===== src/rtl/fifo_wr_arbiter.sv =====
// fifo_wr_arbiter: round-robin owner of the sync FIFO write port.
// One requester owns the port at a time and may stream up to MAX_BURST
// beats before the grant is re-arbitrated. Handover is zero-bubble.
// Optional per-requester accepted-beat counters: FIFO_WR_ARB_STATS_EN.
//
// state | meaning
// IDLE  | no owner, waiting for any req_valid
// OWN   | owner_q holds the write port; beats accepted when FIFO not full
module fifo_wr_arbiter #(
    parameter int NUM_REQ   = 4,
    parameter int WIDTH     = 8,
    parameter int MAX_BURST = 4,
    parameter int ID_WIDTH  = 2,
    parameter int CNT_WIDTH = 16
) (
    input  logic                          clk,
    input  logic                          reset,
    input  logic [NUM_REQ-1:0]            req_valid,
    input  logic [NUM_REQ*WIDTH-1:0]      req_data,
    output logic [NUM_REQ-1:0]            req_ready,
    input  logic                          fifo_full,
    output logic                          fifo_wr_en,
    output logic [WIDTH-1:0]              fifo_wdata,
    output logic [ID_WIDTH-1:0]           gnt_id,
    output logic                          busy,
    input  logic                          stat_clr,
    output logic [NUM_REQ*CNT_WIDTH-1:0]  stat_cnt
);

    typedef enum logic {IDLE, OWN} state_t;

    state_t              state_q, state_d;
    logic [ID_WIDTH-1:0] owner_q, owner_d;
    logic [ID_WIDTH-1:0] last_gnt_q, last_gnt_d;
    logic [7:0]          burst_cnt_q, burst_cnt_d;
    logic [7:0]          burst_inc;
    logic [ID_WIDTH-1:0] pick_base, pick_id, cand;
    logic                own_valid;
    logic [WIDTH-1:0]    own_data;
    logic                any_valid;
    logic                release_own;

    assign any_valid = |req_valid;

    // Select the current owner's valid and data.
    always_comb begin
        own_valid = 1'b0;
        own_data  = '0;
        for (int i = 0; i < NUM_REQ; i++) begin
            if (owner_q == ID_WIDTH'(i)) begin
                own_valid = req_valid[i];
                own_data  = req_data[i*WIDTH +: WIDTH];
            end
        end
    end

    // Round-robin pick: first valid requester after the base, base itself last.
    // In OWN the base is the releasing owner, which becomes last_gnt.
    always_comb begin
        pick_base = (state_q == OWN) ? owner_q : last_gnt_q;
        pick_id   = pick_base;
        cand      = pick_base;
        for (int k = NUM_REQ; k >= 1; k--) begin
            cand = ID_WIDTH'((int'(pick_base) + k) % NUM_REQ);
            if (req_valid[cand]) pick_id = cand;
        end
    end

    // Outputs are decoded from registered state; they clear asynchronously with reset.
    assign busy       = (state_q == OWN);
    assign gnt_id     = busy ? owner_q : '0;
    assign fifo_wr_en = busy & own_valid & ~fifo_full;
    assign fifo_wdata = busy ? own_data : '0;

    // Ready is granted to the owner regardless of its valid, masked by full.
    always_comb begin
        req_ready = '0;
        for (int i = 0; i < NUM_REQ; i++) begin
            req_ready[i] = busy && (owner_q == ID_WIDTH'(i)) && !fifo_full;
        end
    end

    // Next-state: grant, burst counting and release / zero-bubble regrant.
    always_comb begin
        state_d     = state_q;
        owner_d     = owner_q;
        last_gnt_d  = last_gnt_q;
        burst_cnt_d = burst_cnt_q;
        burst_inc   = burst_cnt_q + 8'd1;
        release_own = 1'b0;
        case (state_q)
            IDLE: begin
                if (any_valid) begin
                    state_d     = OWN;
                    owner_d     = pick_id;
                    burst_cnt_d = '0;
                end
            end
            OWN: begin
                if (fifo_wr_en) burst_cnt_d = burst_inc;
                release_own = !own_valid || (fifo_wr_en && (burst_inc == 8'(MAX_BURST)));
                if (release_own) begin
                    last_gnt_d  = owner_q;
                    burst_cnt_d = '0;
                    if (any_valid) owner_d = pick_id;
                    else           state_d = IDLE;
                end
            end
            default: state_d = IDLE;
        endcase
    end

    // State registers with asynchronous clear.
    always_ff @(posedge clk or negedge reset) begin
        if (!reset) begin
            state_q     <= IDLE;
            owner_q     <= '0;
            last_gnt_q  <= ID_WIDTH'(NUM_REQ - 1);
            burst_cnt_q <= '0;
        end else begin
            state_q     <= state_d;
            owner_q     <= owner_d;
            last_gnt_q  <= last_gnt_d;
            burst_cnt_q <= burst_cnt_d;
        end
    end

`ifdef FIFO_WR_ARB_STATS_EN
    logic [CNT_WIDTH-1:0] stat_q [NUM_REQ];

    // Saturating accepted-beat counters; clear wins over a same-cycle beat.
    always_ff @(posedge clk or negedge reset) begin
        if (!reset) begin
            for (int i = 0; i < NUM_REQ; i++) stat_q[i] <= '0;
        end else if (stat_clr) begin
            for (int i = 0; i < NUM_REQ; i++) stat_q[i] <= '0;
        end else if (fifo_wr_en) begin
            for (int i = 0; i < NUM_REQ; i++) begin
                if ((owner_q == ID_WIDTH'(i)) && (stat_q[i] != '1))
                    stat_q[i] <= stat_q[i] + 1'b1;
            end
        end
    end

    // Flatten counters onto the output bus.
    always_comb begin
        stat_cnt = '0;
        for (int i = 0; i < NUM_REQ; i++) stat_cnt[i*CNT_WIDTH +: CNT_WIDTH] = stat_q[i];
    end
`else
    logic stat_clr_unused;
    assign stat_clr_unused = stat_clr;
    assign stat_cnt        = '0;
`endif

endmodule


===== config.mk =====
export PLATFORM = sky130hd
export DESIGN_NAME = fifo_wr_arbiter
export DESIGN_NICKNAME = d
export VERILOG_FILES = /design/src/rtl/fifo_wr_arbiter.sv
export SDC_FILE = /design/constraint.sdc
export NUM_CORES = 1
export LEC_CHECK = 0
export CAP_MARGIN = 30
export CORE_MARGIN = 2
export CORE_UTILIZATION = 45
export CTS_BUF_LIST = sky130_fd_sc_hd__clkbuf_8
export DETAILED_ROUTE_END_ITERATION = 16
export DONT_BUFFER_PORTS = 1
export REMOVE_ABC_BUFFERS = 1
export SYNTH_ARGS = -nofsm -noshare
export SYNTH_HDL_FRONTEND = slang
export SYNTH_SLANG_ARGS = --single-unit
export TNS_END_PERCENT = 20

===== constraint.sdc =====
create_clock -name clk -period 6.71 [get_ports clk]
set_input_delay 0.3355 -clock clk [delete_from_list [all_inputs] [get_ports clk]]
set_output_delay 0.3355 -clock clk [all_outputs]
set_load 0.03 [all_outputs]

==> results of run 1 <==
-- worst max-delay path, cell delays in order (launching register included) --
cell and delay, ps:
dfrtp_1 640, and2_1 420, a21oi_1 350, mux2_2 380, a221o_1 330, mux2_1 300
-- sequential cells by signal, indices dropped and copies added (netlist names) --
signal and flops:
burst_cnt_q 8, busy 1, last_gnt_q 2, owner_q 2
-- logic make-up (layout without fill, tap and decap cells) --
family / Yosys count / count (layout) / synth area share
other: 1 / 64 / 0.00231
flip-flops: 13 / 13 / 0.202
AO/OA/AOI/OAI: 28 / 28 / 0.137
multiplexers: 14 / 14 / 0.159
AND/OR/NAND/NOR: 46 / 46 / 0.149
buffers and inverters: 75 / 10 / 0.324
adder cells (fa/ha/maj): 2 / 2 / 0.0154
XOR/XNOR: 2 / 2 / 0.0108
-- layout by cell type (no fill, tap or decap), types with 2 or more instances in the layout --
cell type	count
inv_1	6
and2_1	10
clkbuf_8	3
a211oi_1	3
a21oi_1	5
nor2_1	6
mux2_1	4
dfstp_2	2
nand2_1	12
o21ai_0	6
nand2b_1	3
nand3_1	4
xnor2_1	2
mux4_2	9
a21o_1	2
dfrtp_1	11
nor3_1	5
ha_1	2
conb_1	64
a31oi_1	2
-- cell type report --
cell class	instances	area share
Sequential cell	13	0.224
Multi-Input combinational cell	156	0.687
Clock buffer	3	0.0282
Inverter	5	0.0128
Tap cell	46	0.0393
Timing Repair Buffer	1	0.00683
Clock inverter	1	0.00256
-- where the power goes --
group	internal (mW)	switching, mW
registers	0.101	0.0451
logic	0.106	0.204
clock network	0.0404	0.0295
-- final timing paths --
path                            slack (ps)  depth (start not counted)             end
worst min register to register         530                          1  burst_cnt_q[5]
max in group asynchronous             5740                          1      owner_q[0]
min in group asynchronous              550                          1  burst_cnt_q[2]
worst min-delay path                   260                          1            busy
worst max register to register        4170                          5      owner_q[0]
worst max-delay path                  4170                          5      owner_q[0]
-- layer usage --
layer / up-vias / wire length [um]
li1: 498 / -
met4: 0 / 15
met2: 58 / 1650
met1: 499 / 1200
met3: 2 / 241
met5: - / 0
-- stage by stage --
stage / cell area (sq um) / total power, mW / hold WS [ps] / std cells / setup WS [ps]
after global placement: 1410 / 0.451 / 40.2 / 220 / 4230
after CTS: 1470 / 0.531 / 264 / 225 / 4150
after detailed placement: 1410 / 0.458 / 40.3 / 220 / 4170
after floorplan: 1350 / 0.420 / 39.9 / 174 / 4390
after global routing: 1470 / 0.565 / 281 / 225 / 3990
final: 1470 / 0.526 / 265 / 225 / 4170
-- what timing repair did --
action                                 4_1_cts  5_1_grt
buffers inserted                             0        0
hold buffers                                 1        0
endpoints found under the hold margin       13        0
==> impl_metrics.py, run 1 <==
metrics = {
    "run_status": {
        "outcome": "finished, final reports clean",
    },
    "critical_path": {
        "criticalPathCategory": "flop to flop",
        "end_kind": "flop",
        "crit_start": "busy",
        "cp.required_ps": 6830,
        "worstPathMaxFanout": 16,
        "cp_data_arrival_time_ps": 2660,
        "r2r-start": "busy",
        "critPathLaunchType": "flop",
    },
    "pwr": {
        "p_leak_nw": 0.694,
        "peakVddDrop_v": 0.000193,
        "power_density_nw_per_um2": 359,
    },
    "clock_tree": {
        "cts-htree-levels": 1,
        "numClockSinks": 13,
        "cts_tree": "yes",
        "clk_latency_ps": 240,
        "root_buffer": "clkbuf_8",
        "clk_path_buf_depth": 2,
        "post_cts_resized": 0,
        "numCtsBuffers": 3,
        "path_clk_slew_ps": 50,
    },
    "floorplan": {
        "start_util": 0.479,
        "die_w_um": 64.1,
        "die_h_um": 64.1,
        "io_pins": 120,
        "row_count": 21,
        "die_area_sq_um": 4110,
        "core_sq_um": 3390,
    },
    "cells_and_area": {
        "final_util": 0.432,
        "multiInputGateArea_sq_um": 1010,
        "drive_above_1_share": 0.117,
        "fillers": 337,
        "area_growth_pct": -9.78,
        "nets": 222,
        "antenna_cells": 0,
        "seq_area_sq_um": 328,
    },
    "grt": {
        "globalRouteOverflowTotal": 0,
        "grt.busiest_layer": "met2",
        "first_global_vias": 977,
        "use_met3": 0.0440,
        "antenna_found_initial": 0,
        "track_usage": 0.145,
        "met1_usage": 0.182,
        "grt_max_degree": 17,
        "grt_pass1_wl_mm": 4.80,
        "met2_usage": 0.253,
    },
    "route": {
        "vias_per_cell": 4.70,
        "drc_errors": 0,
        "postRouteAntennaNets": 0,
        "wire_per_inst_um": 13.8,
        "drt_iter0_drc": 26,
        "wl_mm": 3.11,
        "vias": 1057,
        "dr.pass1.iters": 4,
    },
    "timing": {
        "slew_headroom": 0.350,
        "rsz0062_at_grt": "false",
        "period_share": 0.379,
        "setup_violations": 0,
        "fmax_mhz": 393,
        "skew_ps": 4.66,
        "final_max_slew_viol_count": 0,
        "hold_viol_final": 0,
        "worst_pin_slew_ps": 973,
        "setup-tns-final_ps": 0,
        "fin_crit_ps": 2540,
    },
    "synthesis": {
        "synth_area_leaders": "buf_4 30%, dfrtp_1 17%, mux4_2 12%",
        "yosys.area.top_type": "buf_4",
        "netlist_instances": 181,
        "async_flop_share": 1.00,
        "ys.flop_type": "dfrtp_1",
        "ys_top_cells_by_count": "65 x buf_4, 12 x nand2_1, 11 x dfrtp_1, 10 x and2_1, 9 x mux4_2",
        "synth_area_per_cell_sq_um": 8.97,
        "yosysMostFrequentCell": "buf_4",
        "yosysSeqAreaShare": 0.202,
        "ys_ff_latch": 13,
        "synth_top_area_share": 0.300,
        "synth_edf_count": 0,
        "ys_types": 40,
        "synth.cell_area_sq_um": 1620,
        "yosys_warnings": 0,
    },
    "placed_design": {
        "gp_congestion": 0.733,
        "hpwlAfterDp_mm": 2.56,
        "place.port_buffers": 0,
    },
    "min_path": {
        "hold_path.class": "input port to flop",
        "hp-start": "req_valid[0]",
    },
    "job": {
        "maxCapViolCount": 0,
    },
}
No activity file was read; power rests on OpenSTA's default activity.
==> run 2: changes to the inputs <==
==> constraint.sdc (replaced) <==
create_clock -name clk -period 2.4 [get_ports clk]
set_input_delay 0.12 -clock clk [delete_from_list [all_inputs] [get_ports clk]]
set_output_delay 0.12 -clock clk [all_outputs]
set_load 0.03 [all_outputs]
==> run 2 against run 1 <==
Critical path depth rose by 3. Count of clock-buffer cells in the layout unchanged. Largest power group unchanged. Worst hold slack lost 210 ps. Largest cell class unchanged. Critical path type unchanged. Highest routed layer unchanged. Sequential cell count did not move.
==> impl_metrics.py, run 2 (synthesis results as in run 1) <==
metrics = {
    "timing": {
        "fin_crit_ps": 2210,
        "rsz0062_at_grt": "false",
        "period_share": 0.922,
        "slew_headroom": 0.583,
        "hold_viol_final": 0,
        "setup-tns-final_ps": 0,
        "skew_ps": 1.99,
        "worst_pin_slew_ps": 621,
        "hold_slack_ps": 50.0,
        "fmax_mhz": 452,
        "setup_violations": 0,
        "final_max_slew_viol_count": 0,
    },
    "placed_design": {
        "place.port_buffers": 0,
        "gp_congestion": 0.836,
        "hpwlAfterDp_mm": 2.56,
    },
    "route": {
        "drc_errors": 0,
        "dr.pass1.iters": 4,
        "vias_per_cell": 4.63,
        "vias": 1092,
        "postRouteAntennaNets": 0,
        "drt_iter0_drc": 47,
        "wl_mm": 3.02,
        "wire_per_inst_um": 12.8,
    },
    "grt": {
        "first_global_vias": 990,
        "grt_pass1_wl_mm": 4.56,
        "grt_max_degree": 16,
        "antenna_found_initial": 0,
        "globalRouteOverflowTotal": 0,
        "track_usage": 0.142,
    },
    "critical_path": {
        "criticalPathCategory": "flop to flop",
        "cp.required_ps": 2570,
        "worstPathMaxFanout": 6,
        "cp_data_arrival_time_ps": 2380,
        "critPathLaunchType": "flop",
        "end_kind": "flop",
    },
    "cells_and_area": {
        "mostFrequentLayoutCell": "conb_1",
        "largestRegisters": "burst_cnt_q (8), last_gnt_q (2), owner_q (2)",
        "area_growth_pct": -4.39,
        "drive_above_1_share": 0.174,
        "nets": 233,
        "largest_reg_flops": 8,
        "largest-register": "burst_cnt_q",
        "final_cell_mix": "64 x conb_1, 12 x nand2_1, 11 x dfrtp_1, 11 x buf_4, 10 x and2_1",
        "fillers": 340,
        "antenna_cells": 0,
    },
    "clock_tree": {
        "clk_path_buf_depth": 2,
        "numCtsBuffers": 3,
        "cts-htree-levels": 1,
        "cts_tree": "yes",
        "clk_latency_ps": 250,
        "path_clk_slew_ps": 50,
        "cts_setup_buffers": 0,
        "numClockSinks": 13,
        "root_buffer": "clkbuf_8",
    },
    "floorplan": {
        "die_area_sq_um": 4110,
        "row_count": 21,
        "core_sq_um": 3390,
        "start_util": 0.479,
        "die_h_um": 64.1,
        "io_pins": 120,
        "die_w_um": 64.1,
    },
    "min_path": {
        "hold_path.class": "input port to flop",
    },
    "job": {
        "maxCapViolCount": 0,
    },
    "run_status": {
        "outcome": "finished, final reports clean",
    },
    "pwr": {
        "power_density_nw_per_um2": 998,
        "p_leak_nw": 0.748,
        "peakVddDrop_v": 0.000600,
    },
}
run 2: cell types whose count changed in the layout (fill, tap and decap cells not counted):
cell	change
buf_4	+11
nand3_1	-1
nand3_2	+1
run 2: worst paths after layout:
kind,startpoint,end,slack [ps],depth (start not counted)
setup / recovery,burst_cnt_q[0],last_gnt_q[1],190,8
min in group asynchronous,reset,burst_cnt_q[7],330,1
hold reg to reg,burst_cnt_q[7],burst_cnt_q[7],540,1
setup reg to reg,burst_cnt_q[0],last_gnt_q[1],190,8
hold / removal,req_valid[0],busy,50,1
max in group asynchronous,reset,owner_q[1],1670,1
run 2: report_power, final:
group	leakage, nW	total (mW)	internal (mW)	switching, mW
sequential	0.164	0.347	0.284	0.0632
clock	0.0269	0.195	0.113	0.0818
combinational	0.557	1.01	0.361	0.646
run 2: critical path: stages (launching register included):
cell and delay, ps:
dfrtp_1 430, ha_1 270, xnor2_1 180, a22o_2 170
o2111ai_2 130, a2111oi_4 380, buf_4 200, o21ai_2 60
mux2_1 310
run 2: timing repair:
action / CTS / global route
gates resized for setup: 0 / 1
endpoints found under the hold margin: 13 / 0
hold buffers: 1 / 0
endpoints found under the setup margin: 0 / 4
run 2: cell type report:
class | instances | area, sq um | area share
inverter | 5 | 18.8 | 0.0121
tap | 46 | 57.6 | 0.0371
sequential | 13 | 328 | 0.211
timing repair buffer | 12 | 92.6 | 0.0596
multi-input combinational | 156 | 1010 | 0.651
clock inverter | 1 | 3.75 | 0.00242
clock buffer | 3 | 41.3 | 0.0266
run 2: metrics by stage:
stage	area [sq um]	utilization	cells	setup WS, ps	power [mW]
floorplan	1350	-	174	83.6	1.18
global placement	1490	0.440	231	173	1.34
detailed placement	1490	0.440	231	133	1.35
CTS	1550	0.457	236	118	1.56
global route	1550	0.458	236	31.7	1.65
finish	1550	0.458	236	187	1.55
run 2: routing by layer:
layer  global-route usage  part of all wire
met1                0.153              0.37
met2                0.258              0.55
met3               0.0599             0.072
met4               0.0299             0.010
met5                    0                 0
